==> src/rtl/bram_out_demux_pkg.sv <==
// Shared constants and tag type for the BRAM read-return path.
package bram_out_demux_pkg;

  localparam int NUM_PORTS = 20;
  localparam int SEL_W     = 5;
  localparam int DATA_W    = 32;

  // Read tag carried alongside the BRAM latency: a valid bit and the destination slot.
  typedef struct packed {
    logic             v;
    logic [SEL_W-1:0] dest;
  } tag_t;

  // True when the destination index names an existing slot.
  function automatic logic dest_ok(input logic [SEL_W-1:0] d);
    return int'(d) < NUM_PORTS;
  endfunction

endpackage

==> src/rtl/bram_rd_tag_pipe.sv <==
// RD_LAT-deep shift register that delays a read tag so it lines up with BRAM data.
module bram_rd_tag_pipe
  import bram_out_demux_pkg::*;
#(
  parameter int RD_LAT = 2
) (
  input  logic clk,
  input  logic rst,
  input  tag_t tag_in,
  output tag_t tag_out
);

  tag_t stage_reg [RD_LAT];

  // First stage captures the tag of the read issued this cycle.
  always_ff @(posedge clk or posedge rst) begin
    if (rst) begin
      stage_reg[0] <= '0;
    end else begin
      stage_reg[0] <= tag_in;
    end
  end

  genvar gi;
  generate
    for (gi = 1; gi < RD_LAT; gi++) begin : g_stage
      // Each later stage shifts the tag one cycle closer to the data return.
      always_ff @(posedge clk or posedge rst) begin
        if (rst) begin
          stage_reg[gi] <= '0;
        end else begin
          stage_reg[gi] <= stage_reg[gi-1];
        end
      end
    end
  endgenerate

  assign tag_out = stage_reg[RD_LAT-1];

endmodule

==> src/rtl/bram_out_demux.sv <==
// Steers returned BRAM words into per-destination one-entry holding registers.
module bram_out_demux
  import bram_out_demux_pkg::*;
#(
  parameter int RD_LAT = 2
) (
  input  logic                        clk,
  input  logic                        rst,
  input  logic                        rd_issue,
  input  logic [SEL_W-1:0]            rd_dest,
  input  logic [DATA_W-1:0]           bram_dout,
  input  logic [NUM_PORTS-1:0]        ack,
  input  logic                        err_clr,
  output logic [NUM_PORTS*DATA_W-1:0] dout,
  output logic [NUM_PORTS-1:0]        dout_valid,
  output logic                        err_overflow,
  output logic                        err_bad_dest
);

  tag_t                 issue_tag;
  tag_t                 ret_tag;
  logic                 bad_now;
  logic [NUM_PORTS-1:0] ovf_hit;
  logic [NUM_PORTS-1:0] valid_reg;
  logic [DATA_W-1:0]    data_reg [NUM_PORTS];
  logic                 err_overflow_reg;
  logic                 err_bad_dest_reg;

  // Illegal destinations become bubbles so nothing is written for them.
  always_comb begin
    issue_tag      = '0;
    issue_tag.v    = rd_issue && dest_ok(rd_dest);
    issue_tag.dest = rd_dest;
    bad_now        = rd_issue && !dest_ok(rd_dest);
  end

  bram_rd_tag_pipe #(
    .RD_LAT (RD_LAT)
  ) u_tag_pipe (
    .clk     (clk),
    .rst     (rst),
    .tag_in  (issue_tag),
    .tag_out (ret_tag)
  );

  genvar gi;
  generate
    for (gi = 0; gi < NUM_PORTS; gi++) begin : g_slot
      logic wr;
      assign wr = ret_tag.v && (ret_tag.dest == SEL_W'(gi));
      // An unacked slot being overwritten loses its old word.
      assign ovf_hit[gi] = wr && valid_reg[gi] && !ack[gi];

      // Return write takes priority over ack; ack alone frees the slot but keeps the word.
      always_ff @(posedge clk or posedge rst) begin
        if (rst) begin
          data_reg[gi]  <= '0;
          valid_reg[gi] <= 1'b0;
        end else if (wr) begin
          data_reg[gi]  <= bram_dout;
          valid_reg[gi] <= 1'b1;
        end else if (ack[gi]) begin
          valid_reg[gi] <= 1'b0;
        end
      end

      assign dout[gi*DATA_W +: DATA_W] = data_reg[gi];
    end
  endgenerate

  // Sticky error flags: a new error beats a simultaneous clear.
  always_ff @(posedge clk or posedge rst) begin
    if (rst) begin
      err_overflow_reg <= 1'b0;
      err_bad_dest_reg <= 1'b0;
    end else begin
      err_overflow_reg <= (|ovf_hit) || (err_overflow_reg && !err_clr);
      err_bad_dest_reg <= bad_now || (err_bad_dest_reg && !err_clr);
    end
  end

  assign dout_valid   = valid_reg;
  assign err_overflow = err_overflow_reg;
  assign err_bad_dest = err_bad_dest_reg;

endmodule
==> config.mk <==
export PLATFORM = sky130hd
export DESIGN_NAME = bram_out_demux
export DESIGN_NICKNAME = d
export VERILOG_FILES = /design/src/rtl/bram_out_demux_pkg.sv /design/src/rtl/bram_rd_tag_pipe.sv /design/src/rtl/bram_out_demux.sv
export SDC_FILE = /design/constraint.sdc
export NUM_CORES = 1
export LEC_CHECK = 0
export BUFFER_PORTS_ARGS = -buffer_cell sky130_fd_sc_hd__buf_2
export CAP_MARGIN = 20
export CORE_AREA = 10 10 273 275
export CTS_BUF_LIST = sky130_fd_sc_hd__clkbuf_4 sky130_fd_sc_hd__clkbuf_8 sky130_fd_sc_hd__clkbuf_16
export DETAILED_ROUTE_END_ITERATION = 10
export DIE_AREA = 0 0 283 285
export PLACE_DENSITY = 0.65
export REMOVE_ABC_BUFFERS = 1
export SKIP_LAST_GASP = 1
export SLEW_MARGIN = 20
export SYNTH_ARGS = -nofsm -noshare
export SYNTH_HDL_FRONTEND = slang
export SYNTH_HIERARCHICAL = 1
export SYNTH_SLANG_ARGS = --single-unit
==> constraint.sdc <==
create_clock -name clk -period 16.85 [get_ports clk]
set_clock_uncertainty 0.1 [all_clocks]
set_input_delay 0 -clock clk [delete_from_list [all_inputs] [get_ports clk]]
set_output_delay 0 -clock clk [all_outputs]
set_load 0.1 [all_outputs]
Yosys cells after proc, flatten, opt, wreduce, memory -nomap -nowiden
Cells that the tools add are included.
- magnitude comparators: 1
- equality and inequality tests: 19
- mux-type cells: 40
- reductions and logical operators: 110
- operator list (cell ; count):
    logical AND 1 bit ; 64
    equality test 5 x 4 -> 1 bit, second input constant ; 8
    two-way mux 1 bit ; 40
    nonzero test 2 bit ; 20
    logical NOT 1 bit ; 22
    equality test 5 x 3 -> 1 bit, second input constant ; 4
    equality test 5 bit, second input constant ; 4
    OR reduction 20 bit ; 1
    equality test 5 x 2 -> 1 bit, second input constant ; 2
    equality test 5 x 1 -> 1 bit, second input constant ; 1
    logical NOT 5 bit ; 1
    < comparator 5 bit, second input constant ; 1
    logical OR 1 bit ; 2
- register bits after elaboration: 674
- input port bits: 61
- word-level logic and storage cells: 216

Depth between registers and ports, before layout
- depth in word-level cells: 6
- depth in mapped cells: 9

Modules after synthesis
Netlist, hierarchy kept.
- modules (own cells, without submodules) (module ; times used ; cells an instance ; area each (µm²) ; sequential area each (µm²)):
    bram_out_demux ; 1 ; 1541 ; 25042.8 ; 16565.9
    bram_rd_tag_pipe ; 1 ; 19 ; 349.1 ; 300.3

Worst setup path after synthesis
OpenSTA, ideal clock, no wires.
- path type: register to register
- start: reg valid_reg[5] (netlist: dout_valid[5])
- end: reg err_overflow_reg (netlist: err_overflow)
- library setup time: 139 ps
- data arrival time: 2016 ps
- data required time: 16611 ps
- slack: 14595 ps
- stages on the path, launching flop included: 6
- period minus slack after synthesis: 2255 ps
- cells stage by stage: dfrtp_1 > nand3b_1 > o31a_1 > o22ai_1 > or4_1 > or4_1
- word-level cells in the longest chain between the ends: 4
- ends and longest elaborated chain (what ; line ; RTL):
    start, declared ; bram_out_demux.sv:24 ; logic [NUM_PORTS-1:0] valid_reg;
    start signal, assigned by index ; bram_out_demux.sv:58 ; valid_reg[gi] <= 1'b0;
    start signal, assigned by index ; bram_out_demux.sv:61 ; valid_reg[gi] <= 1'b1;
    start signal, assigned by index ; bram_out_demux.sv:63 ; valid_reg[gi] <= 1'b0;
    logical AND 1 bit (2 in series) ; bram_out_demux.sv:52 ; assign ovf_hit[gi] = wr && valid_reg[gi] && !ack[gi];
    OR reduction 20 bit ; bram_out_demux.sv:77 ; err_overflow_reg <= (|ovf_hit) || (err_overflow_reg && !err_clr);
    logical OR 1 bit ; bram_out_demux.sv:77 ;
    end signal, assigned ; bram_out_demux.sv:77 ;
    end, declared ; bram_out_demux.sv:26 ; logic err_overflow_reg;
Every way passes these cells.
A chain may end at the register's enable or synchronous reset.

==> metrics.yaml <==
sta:
  tightest_slew_ns: 1.03
  fin_crit_ns: 4.00
  period_share_pct: 23.8
  fmax_mhz: 250
  slew_viol_final: 0
  max-slew-margin-rel_pct: 31.6
  rsz0062_at_grt: "no"
  setup_violations: 0
  hold_viol: 0
  whs_ns: 0.0585
  finalSetupTns_ns: 0
die:
  die_y_um: 285
  fp-row-count: 97
  core_um2: 69300
  die_x_um: 283
  start_util_pct: 36.6
  ios: 723
  die-area_um2: 80700
pwr:
  p_per_area_nw_per_um2: 194
  seq_power_share_pct: 31.7
  internal_power_mw: 3.26
  switchingPower_mw: 3.15
  switching_share_pct: 49.2
  vdd.ir_drop.worst_uv: 110
  comb_power_share_pct: 43.2
  p_leak_nw: 16.2
  clkPwrFrac_pct: 25.0
synth:
  seq_area_frac_synth_pct: 66.4
  ys_types: 35
  avgSynthCellArea_um2: 16.3
  synth_top_family_by_area: "multiplexers"
  synth_edf_count: 0
  synth.area.mux_share_pct: 28.8
  synthFlopType: "dfrtp_1"
  async_reset_ff_share_pct: 100
  synth_xor_area_share_pct: 0
  synth_compound_area_share_pct: 0.655
  synth-seq-cells: 674
  synthCells: 1560
  synth_fa_ha_area_share_pct: 0
  yosysWarnings: 6
  synth_simple_gate_area_share_pct: 1.50
  syn_area_um2: 25400
routing:
  wire_per_inst_um: 25.8
  wirelength_um: 85200
  postRouteAntennaNets: 0
  drtIter0Drc: 860
  drc: 0
  drtPass1Iterations: 4
  vias_per_cell: 4.89
  via_count: 16200
clock_network:
  cts_tree: "yes"
  root_buffer: "clkbuf_16"
  clock-sinks: 674
  cts_setup_buffers: 0
  cts_buffers: 73
  h-tree-depth: 3
  path_clk_slew_ns: 0.06
  cts_buffer_depth: 3
  clk_latency_ns: 0.59
finish:
  largest_reg_flops: 640
  layout_common_cells: "buf_2, dfrtp_1, mux2_2"
  drive_gt1_share_pct: 65.2
  nets: 2370
  syn_to_final_growth_pct: 29.9
  stdcell_count: 3304
  final_common_cell: "buf_2"
worst_setup_path:
  r2r_slack_ns: 13.61
  crit_path_max_incr_delay_ns: 0.84
  regToRegStartpoint: "u_tag_pipe/tag_out[4]"
  ff2ff_path_depth: 4
  worstSetupPathType: "in2async"
  worstSetupStartpointType: "input port"
  arrival_ns: 4.48
  end_kind: "async pin"
  crit_required_ns: 17.33
  slowest_stage: "buf_4"
  path_cells: "dlygate4sd3_1, buf_2, inv_8, buf_6, buf_4, buf_4, buf_4"
  path_max_fanout: 133
  cpMostUsedCell: "buf_4"
  r2r-end: "dout[364]"
outcome:
  outcome: "finished, final reports clean"
hold_path:
  hp-class: "in2async"
global_route:
  grt_overflow: 0
  antenna_found_initial: 1
  grt_pass1_wl_um: 125000
  grt_use_total_pct: 20.6
  grt_max_degree: 184
  grt_pass1_vias: 17800
job:
  drv_cap: 0
placed_design:
  gp_congestion: 0.837
  portBuffers: 722
  dp_hpwl_um: 57500
  place_inst: 3106
per-layer routing:
layer	part of all wire [%]	routed length, µm	track usage [%]
met5	0	0	0
met4	3.2	2710	7.50
met3	6.9	5910	5.98
met2	50	42700	35.4
met1	40	33900	24.1
how the worst max path moves through the flow:
stage / from / cells after the start / to
floorplan: rst / 1 / dout[0]
global placement: rst / 6 / dout[282]
detailed placement: rst / 6 / dout[446]
CTS: rst / 7 / dout[509]
global route: rst / 7 / dout[378]
finish: rst / 7 / dout[510]
what timing repair did:
item	CTS	global route
gates resized for setup	0	0
endpoints found under the setup margin	0	0
hold endpoints to repair	808	0
hold buffers	67	0
worst max-delay path: cells and delay by family:
kind | cells | cell delay, ns
buffers and inverters | 7 | 4.18
cells in the mapped netlist (all sizes together), types with 2 or more instances:
library cell / count / area share [%]
a21o: 2 / 0.059
and4bb: 2 / 0.099
buf: 49 / 1.1
clkbuf: 90 / 1.3
dfrtp: 674 / 66
inv: 15 / 0.22
mux2: 640 / 29
nand2: 21 / 0.33
nand2b: 13 / 0.32
nand3b: 2 / 0.059
nor2: 6 / 0.089
nor2b: 9 / 0.22
o21ai: 8 / 0.16
o22ai: 6 / 0.15
o311ai: 2 / 0.069
o31a: 2 / 0.069
or2: 3 / 0.074
or3: 3 / 0.074
or4: 3 / 0.089
cell type report:
cell class,instances,area (µm²)
antenna,2,5.00
inverter,15,63.8
multi-input combinational,732,7960
timing repair buffer,813,4500
clock inverter,20,221
clock buffer,108,2200
sequential,674,16900
tap,940,1180
fill,6066,36300
power groups by stage:
stage | combinational, mW | clock (mW) | sequential, mW
after floorplan | 0.277 | 0 | 4.05
after global placement | 2.76 | 0 | 2.04
after detailed placement | 2.78 | 0 | 2.06
after CTS | 2.79 | 1.65 | 2.03
after global routing | 2.83 | 1.72 | 2.07
final | 2.77 | 1.61 | 2.03
per-stage QoR:
step	setup WS (ns)	instance area (µm²)	power, mW	utilization [%]
after floorplan	-1.80	24800	4.33	-
after global placement	12.52	29800	4.80	43.1
after detailed placement	12.34	29900	4.83	43.1
after CTS	12.44	33000	6.47	47.6
after global routing	12.27	33000	6.61	47.6
final	12.85	33000	6.41	47.6
kinds of logic (layout without fill, tap and decap cells):
group                  Yosys count  after routing
AOI/OAI and AO/OA               25             25
other                            0              2
and+or+nand+nor                 67             67
DFF                            674            674
muxes                          640            640
buffers and inverters          154            956
(Power assumes the default switching activity.)
